[src/rtl/led_scanner.sv]
// rtl/led_scanner.sv - parametrised LED scanner (bounce/wrap-up/wrap-down/blink) with step strobe and position
// Optional macro LED_SCANNER_TRAIL_EN: scan modes light a two-LED comet (current and previous position).
module led_scanner #(
    parameter int CLOCK_FREQUENCY = 27000000,
    parameter int STEP_MS         = 100,
    parameter int NUM_LEDS        = 6,
    parameter bit ACTIVE_LOW      = 1'b1,
    localparam int PW             = (NUM_LEDS > 2) ? $clog2(NUM_LEDS) : 1
) (
    input  logic                Clock,
    input  logic                Reset_n,
    input  logic                Enable,
    input  logic [1:0]          Mode,
    input  logic [3:0]          Speed,
    output logic [NUM_LEDS-1:0] Leds,
    output logic                Step,
    output logic [PW-1:0]       Position
);

    typedef enum logic [1:0] {
        MODE_BOUNCE = 2'b00,
        MODE_UP     = 2'b01,
        MODE_DOWN   = 2'b10,
        MODE_BLINK  = 2'b11
    } mode_t;

    localparam int unsigned         TICK_CYCLES   = (CLOCK_FREQUENCY / 1000) * STEP_MS;
    localparam logic [31:0]         TICK_LAST     = 32'(TICK_CYCLES - 1);
    localparam logic [PW-1:0]       POS_LAST      = PW'(NUM_LEDS - 1);
    localparam logic [PW-1:0]       POS_TURN      = PW'(NUM_LEDS - 2);
    localparam logic [PW-1:0]       POS_ONE       = PW'(1);
    localparam logic [NUM_LEDS-1:0] ONE_HOT0      = NUM_LEDS'(1);
    localparam logic [NUM_LEDS-1:0] RESET_LEDS    = ACTIVE_LOW ? ~ONE_HOT0 : ONE_HOT0;

    logic [31:0]         tick_cnt;
    logic [3:0]          div_cnt;
    logic [PW-1:0]       pos;
    logic                dir_up;
    logic                blink_phase;
    mode_t               cur_mode;

    mode_t               nxt_mode;
    logic [PW-1:0]       nxt_pos;
    logic                nxt_dir;
    logic                nxt_phase;
    logic [NUM_LEDS-1:0] pattern;

`ifdef LED_SCANNER_TRAIL_EN
    logic [PW-1:0]       prev_pos;
    logic [PW-1:0]       nxt_prev;
`endif

    function automatic logic [NUM_LEDS-1:0] one_hot(input logic [PW-1:0] p);
        return ONE_HOT0 << p;
    endfunction

    // State the pattern moves to if a step fires this cycle.
    always_comb begin
        nxt_mode  = cur_mode;
        nxt_pos   = pos;
        nxt_dir   = dir_up;
        nxt_phase = blink_phase;
`ifdef LED_SCANNER_TRAIL_EN
        nxt_prev  = prev_pos;
`endif
        if (mode_t'(Mode) != cur_mode) begin
            nxt_mode = mode_t'(Mode);
            case (mode_t'(Mode))
                MODE_DOWN:  nxt_pos = POS_LAST;
                MODE_BLINK: nxt_phase = 1'b1;
                default: begin
                    nxt_pos = '0;
                    nxt_dir = 1'b1;
                end
            endcase
`ifdef LED_SCANNER_TRAIL_EN
            nxt_prev = nxt_pos;
`endif
        end else begin
`ifdef LED_SCANNER_TRAIL_EN
            if (cur_mode != MODE_BLINK)
                nxt_prev = pos;
`endif
            case (cur_mode)
                MODE_BOUNCE: begin
                    if (dir_up) begin
                        if (pos == POS_LAST) begin
                            nxt_dir = 1'b0;
                            nxt_pos = POS_TURN;
                        end else begin
                            nxt_pos = pos + POS_ONE;
                        end
                    end else begin
                        if (pos == '0) begin
                            nxt_dir = 1'b1;
                            nxt_pos = POS_ONE;
                        end else begin
                            nxt_pos = pos - POS_ONE;
                        end
                    end
                end
                MODE_UP:    nxt_pos = (pos == POS_LAST) ? '0 : pos + POS_ONE;
                MODE_DOWN:  nxt_pos = (pos == '0) ? POS_LAST : pos - POS_ONE;
                MODE_BLINK: nxt_phase = ~blink_phase;
            endcase
        end
    end

    always_comb begin
        if (nxt_mode == MODE_BLINK) begin
            pattern = {NUM_LEDS{nxt_phase}};
        end else begin
`ifdef LED_SCANNER_TRAIL_EN
            pattern = one_hot(nxt_pos) | one_hot(nxt_prev);
`else
            pattern = one_hot(nxt_pos);
`endif
        end
    end

    always_ff @(posedge Clock or negedge Reset_n) begin
        if (!Reset_n) begin
            tick_cnt    <= '0;
            div_cnt     <= '0;
            pos         <= '0;
            dir_up      <= 1'b1;
            blink_phase <= 1'b0;
            cur_mode    <= MODE_BOUNCE;
            Step        <= 1'b0;
            Position    <= '0;
            Leds        <= RESET_LEDS;
`ifdef LED_SCANNER_TRAIL_EN
            prev_pos    <= '0;
`endif
        end else begin
            Step <= 1'b0;
            if (Enable) begin
                if (tick_cnt == TICK_LAST) begin
                    tick_cnt <= '0;
                    // >= so that lowering Speed below div_cnt steps at the next tick instead of stalling.
                    if (div_cnt >= Speed) begin
                        div_cnt     <= '0;
                        Step        <= 1'b1;
                        cur_mode    <= nxt_mode;
                        pos         <= nxt_pos;
                        dir_up      <= nxt_dir;
                        blink_phase <= nxt_phase;
                        Position    <= (nxt_mode == MODE_BLINK) ? '0 : nxt_pos;
                        Leds        <= ACTIVE_LOW ? ~pattern : pattern;
`ifdef LED_SCANNER_TRAIL_EN
                        prev_pos    <= nxt_prev;
`endif
                    end else begin
                        div_cnt <= div_cnt + 4'd1;
                    end
                end else begin
                    tick_cnt <= tick_cnt + 32'd1;
                end
            end
        end
    end

endmodule

[config.mk]
export PLATFORM = sky130hd
export DESIGN_NAME = led_scanner
export DESIGN_NICKNAME = d
export VERILOG_FILES = /design/src/rtl/led_scanner.sv
export SDC_FILE = /design/constraint.sdc
export NUM_CORES = 1
export LEC_CHECK = 0
export ABC_AREA = 1
export CELL_PAD_IN_SITES_DETAIL_PLACEMENT = 1
export CELL_PAD_IN_SITES_GLOBAL_PLACEMENT = 1
export CORE_ASPECT_RATIO = 1.4
export CORE_MARGIN = 4
export CORE_UTILIZATION = 40
export DETAILED_ROUTE_END_ITERATION = 10
export GPL_TIMING_DRIVEN = 0
export PLACE_DENSITY = 0.72
export SKIP_CTS_REPAIR_TIMING = 1
export SLEW_MARGIN = 20
export SYNTH_ARGS = -nofsm -noshare
export SYNTH_HDL_FRONTEND = slang
export SYNTH_SLANG_ARGS = --single-unit
[constraint.sdc]
create_clock -name Clock -period 1.6 [get_ports Clock]
set_input_delay 0.32 -clock Clock [delete_from_list [all_inputs] [get_ports Clock]]
set_output_delay 0.32 -clock Clock [all_outputs]
set_load 0.02 [all_outputs]
==> flow_metrics.env, run 1 <==
export IMPL_rsz0062_at_grt="yes"
export IMPL_wl_um=10700
export IMPL_final_cell_mix="nand2_1, inv_1, nor2_1"
export IMPL_yosysUniqueCellTypes=37
export IMPL_die_w_um=86.1
export IMPL_ys_ff_latch=53
export IMPL_num_antenna_cells=0
export IMPL_num_io_pins=19
export IMPL_drive_gt1_share_pct=29.8
export IMPL_multi_input_area_mm2=0.00209
export IMPL_synth_top_flop_cell="dfrtp_1"
export IMPL_hpwlAfterDp_um=7720
export IMPL_final_nets=537
export IMPL_violations="negative setup slack"
export IMPL_finalInstanceArea_mm2=0.00447
export IMPL_fin_crit_sh_pct=114
export IMPL_ys_top_cells_by_area="dfrtp_1, nand2_1, inv_1"
export IMPL_status="finished with violations"
export IMPL_slowest_stage="clkdlybuf4s50_1"
export IMPL_cp_cell_sequence="clkdlybuf4s50_1 -> inv_1 -> ha_1 -> a21oi_2 -> nand3_4 -> buf_6 -> nand4_1 -> buf_6 -> nand2_2 -> nand2_1 -> inv_1 -> nand2_1"
export IMPL_grt_antenna_before_repair=0
export IMPL_clk_pin_slew_ps=70
export IMPL_syn_area_mm2=0.00341
export IMPL_drt_pass1_iterations=4
export IMPL_synthArstFlopShare_pct=100
export IMPL_setup_tns_ps=-4420
export IMPL_mostFrequentLayoutCell="nand2_1"
export IMPL_grt_first_pass_wirelength_um=16500
export IMPL_fin_util_pct=54.2
export IMPL_critical_path_class="in -> reg"
export IMPL_irDropWorstVdd_mv=0.460
export IMPL_placed_area_mm2=0.00374
export IMPL_seq_area_mm2=0.00135
export IMPL_grt_use_total_pct=20.3
export IMPL_arrival_ps=2080
export IMPL_syn_avg_cell_area_um2=7.30
export IMPL_slew_viol_final=0
export IMPL_fill_cells=1016
export IMPL_drt_antenna_violating_nets=0
export IMPL_min_period_ps=1830
export IMPL_start_util_pct=41.4
export IMPL_first_iter_violations=129
export IMPL_vias=3385
export IMPL_startpoint_type="input port"
export IMPL_synth_warnings=0
export IMPL_critPathCaptureType="flip-flop"
export IMPL_synth_cells=468
export IMPL_port_buffers=17
export IMPL_cts_tree="built"
export IMPL_synth_top_cell_by_area="dfrtp_1"
export IMPL_drc=0
export IMPL_synth_sequential_area_ratio_pct=39.1
export IMPL_numCtsBuffers=5
export IMPL_drv_cap=0
export IMPL_die_area_mm2=0.0101
export IMPL_path_buf_inv=5
export IMPL_via_per_inst=5.42
export IMPL_cp_max_fo=5
export IMPL_hold_class="in -> async"
export IMPL_grt_pass1_vias=3384
export IMPL_gp_congestion=0.892
export IMPL_total_power_mw=3.61
export IMPL_syn2layout_area_growth_pct=30.9
export IMPL_worstPathRequired_ps=1850
export IMPL_synth_edf_count=0
export IMPL_power_density_mw_per_mm2=808
export IMPL_grt_max_degree=54
export IMPL_cpPeakStageDelay_ps=450
export IMPL_wl_per_cell_um=17.2
export IMPL_clk_latency_ps=300
export IMPL_fmax_ghz=0.548
export IMPL_finClkSkew_ps=7.40
export IMPL_setup_violations=38
export IMPL_yosysTopAreaCellShare_pct=34.4
export IMPL_coreArea_mm2=0.00825
export IMPL_syn_nets=483
export IMPL_tightestPinTransition_ps=706
export IMPL_clockBufferDepth=2
export IMPL_leakagePower_nw=2.26
export IMPL_clockRootBuffer="clkbuf_16"
export IMPL_grt_ovfl_total=0
export IMPL_num_rows=39
export IMPL_die_h_um=117
export IMPL_fin_ws_ps=-226
export IMPL_numClockSinks=53
export IMPL_ctsHtreeMaxLevel=2
export IMPL_hold_viol=0
export IMPL_slew_headroom_pct=52.9
export IMPL_crit_family="buffers and inverters"
[path summary, 6_finish.rpt]
check | from | to | slack (ps) | cells past startpoint
max | Speed[3] | Leds[3]$_DFFE_PN1P_ | -230 | 12
min | Reset_n | tick_cnt[26]$_DFFE_PN0P_ | 50 | 1
max reg2reg | tick_cnt[7]$_DFFE_PN0P_ | dir_up$_DFFE_PN1P_ | -200 | 8
min reg2reg | dir_up$_DFFE_PN1P_ | dir_up$_DFFE_PN1P_ | 500 | 2
max in group asynchronous | Reset_n | tick_cnt[19]$_DFFE_PN0P_ | 1020 | 1
min in group Clock | Mode[0] | flip-flop | 390 | 3
[flip-flops by register name (all words and copies together), names as in the netlist, named ones only]
name / cells
Leds: 6
dir_up: 1
pos: 3
tick_cnt: 32
blink_phase: 1
Step: 1
div_cnt: 4
Position: 3
[worst register-to-register path: cells and delay by family, from the launching register on]
family,cells,cell delay (ps)
flops,1,450
compound gates,1,130
simple gates,7,1140
[routing by layer]
metal	vias to the layer above	wire [um]	global-route usage (%)
met5	-	0	0
met4	0	301	8.32
met3	22	206	2.66
met2	41	6180	38.7
met1	1688	4050	21.6
li1	1634	-	-
[through the flow]
step                      instances  hold WS, ps  worst slack [ps]
after floorplan                 468         24.4             -45.6
after global placement          587          473             -1510
after detailed placement        587          420              -663
after CTS                       595         99.1              -413
after global routing            625          117              -425
final                           625         50.6              -226
[where the power goes]
part	switching (mW)	internal (mW)
clock	0.541	0.585
combinational	0.553	0.305
sequential	0.168	1.46
total	1.26	2.35
[cell families after synthesis]
kind of cell	share of synthesized area (%)
AO/OA/AOI/OAI	8.28
XOR/XNOR	3.33
adder cells (fa/ha/maj)	2.20
buffers and inverters	8.65
flip-flops	39.1
AND/OR/NAND/NOR	38.5
[final cells by class]
type                       count  share of cell area [%]
buffer                         5                   0.728
clock buffer                   5                    2.80
clock inverter                 3                   0.476
inverter                      70                    6.05
multi-input combinational    340                    46.8
sequential                    53                    30.2
tap                          102                    2.86
timing repair buffer          47                    10.2
[synthesized netlist by cell type (2+ instances only)]
| master | count |
|---|---|
| nand2_2 | 3 |
| inv_2 | 9 |
| inv_1 | 61 |
| nand4_2 | 2 |
| nand4_1 | 23 |
| nor3_1 | 19 |
| o21ai_0 | 15 |
| nand2_1 | 110 |
| dfstp_2 | 6 |
| dfrtp_1 | 47 |
| nor2_1 | 49 |
| a21oi_2 | 6 |
| nand3b_1 | 2 |
| nor4_1 | 5 |
| o21ai_1 | 6 |
| a21oi_1 | 16 |
| nor3_4 | 2 |
| buf_2 | 2 |
| ha_1 | 6 |
| nand3_1 | 37 |
| or2_2 | 4 |
| xor2_1 | 13 |
| nor2_2 | 5 |
| nor3_2 | 4 |
| nor2_4 | 2 |
| nand3_2 | 2 |
| o21bai_1 | 2 |
Note: power is estimated with default switching activity, not from simulation.
==> inputs of run 2 (changes only) <==
ABC_CLOCK_PERIOD_IN_PS = 1600   (was default)
==> results of run 2 <==
The final DEF is identical to that of run 1; final timing and power are the same.
==> RTL change (flow settings as in run 1) <==
The option `LED_SCANNER_TRAIL_EN` is turned on by a define.
--- a/src/rtl/led_scanner.sv
+++ b/src/rtl/led_scanner.sv
@@ -1,5 +1,7 @@
 // rtl/led_scanner.sv - parametrised LED scanner (bounce/wrap-up/wrap-down/blink) with step strobe and position
 // Optional macro LED_SCANNER_TRAIL_EN: scan modes light a two-LED comet (current and previous position).
+`define LED_SCANNER_TRAIL_EN
+
 module led_scanner #(
     parameter int CLOCK_FREQUENCY = 27000000,
     parameter int STEP_MS         = 100,
Formal check against the unedited RTL: same outputs for any inputs over 10 cycles, from zero or initial values and one cycle with Reset_n low; that may be too few to reach the edited logic, so the function may still have changed.
==> RTL change against run 1 <==
The run still ends with negative setup slack left; wire length rose by 9.1%; power rose by 2.1%; area after synthesis rose by 5.5%; sequential cell count rose by 3; first-iteration DRC count rose by 3.9%; design area rose by 9.2%; worst setup slack got worse by 0.15 ns; largest cell class unchanged.
==> RTL change: results (changes against run 1) <==
critical_path.startpoint: "tick_cnt[1]$_DFFE_PN0P_"
drt_iter0_drc: 134  # +3.9%
met1Wirelength_um: 4340  # +7.1%
finish.net_count: 576  # +7.3%
place_hpwl_um: 8130  # +5.4%
r2r_setup_slack_ns: -0.37  # -0.17 ns
violated_checks: "negative setup slack"
dpl-instance-area_um2: 3950  # +5.7%
peakVddDrop_mv: 0.460  # about the same
timing.slew.headroom_pct: 73.4  # +20 points
routed-wl-met3_um: 188  # -8.7%
grt_pass1_wl_um: 17000  # +3.4%
run_status: "complete, but fails checks"
p_leak_nw: 2.52  # +12%
routabilityCongestion: 0.847  # -5.1%
cp_max_fo: 4  # -1
grt_start_max_net_pins: 40  # -26%
synth_top_cells_by_count: "108 x nand2_1, 64 x inv_1, 57 x nor2_1, 50 x dfrtp_1, 41 x nand3_1"
pre_cts_slack_ns: -0.776  # -0.113 ns
timing.final.ws_setup_ns: -0.372  # -0.146 ns
met2RoutedLength_um: 6920  # +12%
yosysSeqAreaShare_pct: 39.1  # +0.062 points
setup_violators_final: 49  # +29%
switchingPower_mw: 1.22  # -3.3%
nFillCells: 1078  # +6.1%
first_global_vias: 3418  # +1.0%
synth-warning-count: 0  # unchanged
numCtsBuffers: 5  # unchanged
post_drt_via_cell_ratio: 5.36  # -1.1%
synth_area_leaders: "dfrtp_1 35%, nand2_1 11%, inv_1 6.7%"
layout-drive-gt1-share_pct: 31.0  # +1.1 points
r2r_cells: 13  # +5
synth_fp_nets: 506  # +4.8%
critPathArrivalTime_ns: 2.17  # +0.09 ns
gr-usage-all-layers_pct: 20.5  # +0.24 points
synth.lib_cells_used.distinct: 38  # +2.7%
routedWlPerCell_um: 17.6  # +2.2%
hp-class: "input pin to flop"
[RTL change: critical path, cell delays in order (launching register included)]
cell and delay, ns:
dfrtp_1 0.41, buf_6 0.12, ha_4 0.14, nand3_4 0.09
nor2_4 0.15, nand2_4 0.08, nor2_4 0.15, nand2_4 0.08
nor3_4 0.19, nand2_2 0.11, nor2_4 0.14, nand2_1 0.06
nor2_1 0.08, nor2_1 0.05
[RTL change: final cells by class]
| cell class | count | area [um^2] | share of cell area (%) |
|---|---|---|---|
| multi-input combinational | 354 | 2230 | 45.6 |
| sequential | 56 | 1420 | 29.1 |
| timing repair buffer | 63 | 619 | 12.7 |
| inverter | 77 | 289 | 5.92 |
| clock buffer | 7 | 143 | 2.92 |
| tap | 105 | 131 | 2.69 |
| buffer | 4 | 42.5 | 0.872 |
| clock inverter | 1 | 7.51 | 0.154 |
[RTL change: through the flow]
stage	std cells	setup TNS [ns]	total power [mW]	hold WS [ns]	utilization, %
after floorplan	491	-0.538	2.09	0.0244	-
after global routing	667	-17.57	3.88	0.327	56.0
after global placement	613	-111.38	2.26	0.456	45.2
after CTS	622	-15.87	3.44	-0.104	47.1
final	667	-12.12	3.68	0.326	56.0
after detailed placement	614	-20.29	2.28	0.218	45.4
[RTL change: kinds of logic after synthesis]
group | synth area share, %
AND/OR/NAND/NOR | 36.8
buffers and inverters | 8.93
AO/OA/AOI/OAI | 9.38
flip-flops | 39.1
XOR/XNOR | 3.65
adder cells (fa/ha/maj) | 2.08
[RTL change: per-layer routing]
layer / up-vias / track usage, %
met5: - / 0
met4: 0 / 6.14
met3: 21 / 2.93
met2: 43 / 39.8
met1: 1757 / 22.1
li1: 1751 / -
[RTL change: worst min-delay path by stage]
stage                             from                        to  slack (ns)  depth (start not counted)
2_1_floorplan                  Reset_n       Leds[0]$_DFFE_PN0P_        0.02                          0
4_1_cts                        Reset_n  tick_cnt[27]$_DFFE_PN0P_       -0.10                          1
3_5_place_dp                   Reset_n  tick_cnt[25]$_DFFE_PN0P_        0.22                          1
3_3_place_gp   blink_phase$_DFFE_PN0P_   blink_phase$_DFFE_PN0P_        0.46                          2
6_report                        Enable  tick_cnt[30]$_DFFE_PN0P_        0.33                          2
5_1_grt                         Enable   tick_cnt[0]$_DFFE_PN0P_        0.33                          2
[RTL change: power by group through the flow]
stage / Clock [mW] / Combinational [mW] / Sequential (mW)
2_1_floorplan: 0 / 0.446 / 1.64
4_1_cts: 1.17 / 0.611 / 1.66
6_report: 1.16 / 0.865 / 1.66
3_3_place_gp: 0 / 0.577 / 1.68
5_1_grt: 1.25 / 0.957 / 1.67
3_5_place_dp: 0 / 0.601 / 1.68
